$ cat config.mk
export PLATFORM = sky130hd
export DESIGN_NAME = mux_8bit_2ch
export DESIGN_NICKNAME = d
export VERILOG_FILES = /design/src/rtl/mux_8bit_2ch.sv
export SDC_FILE = /design/constraint.sdc
export NUM_CORES = 1
export LEC_CHECK = 0
export ABC_AREA = 0
export CORE_UTILIZATION = 25
export CTS_CLUSTER_DIAMETER = 200
export DETAILED_ROUTE_END_ITERATION = 6
export REMOVE_ABC_BUFFERS = 1
export SLEW_MARGIN = 25
export SYNTH_ARGS = -nofsm -noshare
export SYNTH_HDL_FRONTEND = slang
export SYNTH_SLANG_ARGS = --single-unit
$ cat constraint.sdc
create_clock -name clk -period 4.95 [get_ports clk]
set_clock_uncertainty 0.15 [all_clocks]
set_input_delay 0.99 -clock clk [delete_from_list [all_inputs] [get_ports clk]]
set_output_delay 0.99 -clock clk [all_outputs]
set_load 0.05 [all_outputs]
$ cat src/rtl/mux_8bit_2ch.sv
// Two-channel byte selector: combinational output O plus a registered copy,
// a registered select and a counter of select changes seen on enabled edges.
`timescale 1ns/1ps
module mux_8bit_2ch #(
    parameter int WIDTH = 8,
    parameter int CNT_W = 16
) (
    input  logic             clk,
    input  logic             rst_n,
    input  logic             sel,
    input  logic [WIDTH-1:0] A,
    input  logic [WIDTH-1:0] B,
    input  logic             en,
    output logic [WIDTH-1:0] O,
    output logic [WIDTH-1:0] O_q,
    output logic             sel_q,
    output logic [CNT_W-1:0] sw_cnt
);

    localparam logic [CNT_W-1:0] CNT_ONE = {{(CNT_W-1){1'b0}}, 1'b1};

    logic [WIDTH-1:0] o_q_reg;
    logic [WIDTH-1:0] o_q_next;
    logic             sel_q_reg;
    logic [CNT_W-1:0] sw_cnt_reg;
    logic [CNT_W-1:0] sw_cnt_next;

    // Per-bit select keeps O a pure function of sel/A/B with no clock involvement.
    generate
        for (genvar gi = 0; gi < WIDTH; gi++) begin : g_bit
            assign O[gi] = (sel == 1'b0) ? A[gi] : B[gi];
        end
    endgenerate

    always_comb begin
        o_q_next    = O;
        sw_cnt_next = sw_cnt_reg;
        if (sel != sel_q_reg) begin
            sw_cnt_next = sw_cnt_reg + CNT_ONE;
        end
    end

    // Reset wins over en; the counter wraps naturally at 2^CNT_W.
    always_ff @(posedge clk) begin
        if (!rst_n) begin
            o_q_reg    <= '0;
            sel_q_reg  <= 1'b0;
            sw_cnt_reg <= '0;
        end else if (en) begin
            o_q_reg    <= o_q_next;
            sel_q_reg  <= sel;
            sw_cnt_reg <= sw_cnt_next;
        end
    end

    assign O_q    = o_q_reg;
    assign sel_q  = sel_q_reg;
    assign sw_cnt = sw_cnt_reg;

endmodule

==> results.py <==
metrics = {
    "run_status": {
        "status": "finished clean",
    },
    "place": {
        "port_buffers": 52,
        "dp_cells": 231,
        "gp_congestion": 0.730,
        "hpwl_um": 2120,
    },
    "flow_run": {
        "drv_cap": 0,
    },
    "sta": {
        "rsz0062_at_grt": "no",
        "max-slew-margin-rel_pct": 45.8,
        "fin_hold_ws_ps": 320,
        "hold_viol": 0,
        "worst_pin_slew_ps": 810,
        "period_needed_ps": 4090,
        "drv_slew": 0,
        "max_clock_freq_mhz": 245,
        "period_share_pct": 82.6,
        "tns_ps": 0,
        "setup_viol": 0,
    },
    "setup_path": {
        "end_kind": "output pin",
        "crit_required_ps": 3810,
        "worst_setup_path_start_kind": "input pin",
        "path_class": "in2out",
        "critPathMaxFanout": 11,
        "worstPathArrival_ps": 2950,
    },
    "floorplanning": {
        "die_w_um": 71.7,
        "io_pins": 53,
        "chipHeight_um": 71.7,
        "start_util_pct": 26.9,
        "rows": 24,
        "core_um2": 4500,
        "die_area_um2": 5140,
    },
    "finish": {
        "largest_reg_flops": 16,
        "syn2layout_area_growth_pct": 49.7,
        "diodes": 0,
        "fin_nets": 205,
        "final_core_util_pct": 40.3,
        "nFillCells": 467,
        "drive_gt1_share_pct": 9.29,
        "stdcell_count": 235,
    },
    "routing": {
        "route.vias.total": 1141,
        "route.detailed.drc": 0,
        "detail_route.wl_per_cell_um": 12.2,
        "finalWirelength_um": 2870,
        "via_per_inst": 4.86,
        "drtAntennaViolNets": 0,
        "drtIter0Drc": 41,
        "firstDrtPassIters": 4,
    },
    "grt": {
        "grt_antenna_before_repair": 0,
        "grt_max_degree": 23,
        "track_usage_pct": 11.7,
        "grt-ovfl-total": 0,
        "grt_pass1_vias": 1111,
        "grt_pass1_wl_um": 4850,
    },
    "cts": {
        "postCtsSetupRepairBufs": 0,
        "cts_tree": "done",
        "clockBufferDepth": 2,
        "cts-root-buf": "clkbuf_8",
        "post_cts_resized": 0,
        "ctsHoldBuffers": 0,
        "path_clk_slew_ps": 90,
        "cts-buffers-inserted": 3,
        "clkSinkCount": 25,
        "htreeDepth": 1,
        "clk_latency_ps": 270,
    },
    "power": {
        "p_leak_nw": 0.661,
        "power_density_nw_per_um2": 245,
        "peakVddDrop_uv": 150,
        "p_total_w": 0.000444,
    },
    "logic_synthesis": {
        "syn-instance-count": 132,
        "synth_area_um2": 1210,
        "yosysWarnings": 0,
        "synth.distinct_cells": 28,
        "synth_area_per_cell_um2": 9.19,
        "synth_seq_cells": 25,
        "ys_seq_area_share_pct": 41.2,
    },
    "hold_path": {
        "min_path_type": "reg2reg",
    },
}
[path summary, 6_finish.rpt]
kind / startpoint / to / slack, ps / depth (start not counted)
setup / recovery: sel / O[7] / 860 / 3
hold / removal: sw_cnt[15] / sw_cnt[15] / 320 / 2
setup reg to reg: sw_cnt[0] / sw_cnt[10] / 3120 / 5
hold reg to reg: sw_cnt[15] / sw_cnt[15] / 320 / 2
[cell usage in the layout, fill, tap and decap left out, types with 2 or more instances in the layout]
cell type	Yosys	final
clkdlybuf4s50_1	0	52
dfxtp_1	25	25
nor2_1	19	19
mux2i_1	12	12
nand2_1	9	9
mux2_2	8	8
nand3_1	7	7
nand4_1	6	6
a21oi_1	6	6
xnor2_1	4	4
nand2b_1	4	4
o21ai_0	3	3
or3_1	3	3
nor3_1	3	3
xor2_1	3	3
clkbuf_8	0	3
inv_1	2	2
nor4_1	2	2
and4_1	2	2
and3_1	2	2
[metal layers]
layer / vias up / wire (um) / GRT usage [%]
met5: - / 0 / 0
met4: 0 / 14 / 1.96
met3: 2 / 273 / 5.20
met2: 50 / 1310 / 19.4
met1: 525 / 1280 / 14.2
li1: 564 / - / -
[cells by family (layout without fill, tap and decap cells)]
kind of cell | Yosys count | in the layout | share of synthesized area (%)
compound gates | 11 | 11 | 5.26
xor+xnor | 9 | 9 | 7.73
fa+ha+maj | 1 | 1 | 1.03
buf+inv | 7 | 58 | 2.99
flops | 25 | 25 | 41.2
mux | 20 | 20 | 17.3
simple gates | 59 | 59 | 24.4
[through the flow]
| step | setup WS, ps | instance area [um^2] |
|---|---|---|
| 3_3_place_gp | 860 | 1770 |
| 2_1_floorplan | 2380 | 1180 |
| 5_1_grt | 783 | 1820 |
| 3_5_place_dp | 839 | 1770 |
| 4_1_cts | 836 | 1820 |
| 6_report | 862 | 1820 |
[cells in the mapped netlist]
cell,n,area [um^2]
a21bo_2,1,10.0
a21oi_1,6,30.0
a31o_2,1,8.76
and3_1,2,12.5
and4_1,2,17.5
buf_2,2,10.0
buf_6,1,11.3
clkbuf_1,2,7.51
dfxtp_1,25,500
ha_1,1,12.5
inv_1,2,7.51
mux2_2,8,90.1
mux2i_1,12,120
nand2_1,9,33.8
nand2b_1,4,25.0
nand3_1,7,35.0
nand3_2,1,10.0
nand3b_1,1,7.51
nand4_1,6,37.5
nor2_1,19,71.3
nor3_1,3,15.0
nor4_1,2,12.5
o21ai_0,3,15.0
or3_1,3,18.8
xnor2_1,4,35.0
xnor2_2,1,16.3
xor2_1,3,26.3
xor2_2,1,16.3
[critical path, cell delays in order]
cell and delay (ps):
clkdlybuf4s50_1 830, mux2_2 420, clkdlybuf4s50_1 710
[power breakdown]
part	switching [W]	leakage [nW]	internal (W)
logic	0.0000650	0.432	0.0000444
clock network	0.0000661	0.0255	0.0000563
registers	0.00000521	0.203	0.000207
[cell type report]
cell class / instances / area [um^2] / area share (%)
clock buffers: 3 / 41.3 / 2.27
inverters: 2 / 7.51 / 0.413
well taps: 52 / 65.1 / 3.58
multi-input cells: 100 / 677 / 37.3
flip-flops and latches: 25 / 500 / 27.5
clock inverters: 1 / 5.00 / 0.275
repair buffers: 52 / 520 / 28.7
Note: power is estimated with default switching activity, not from simulation.
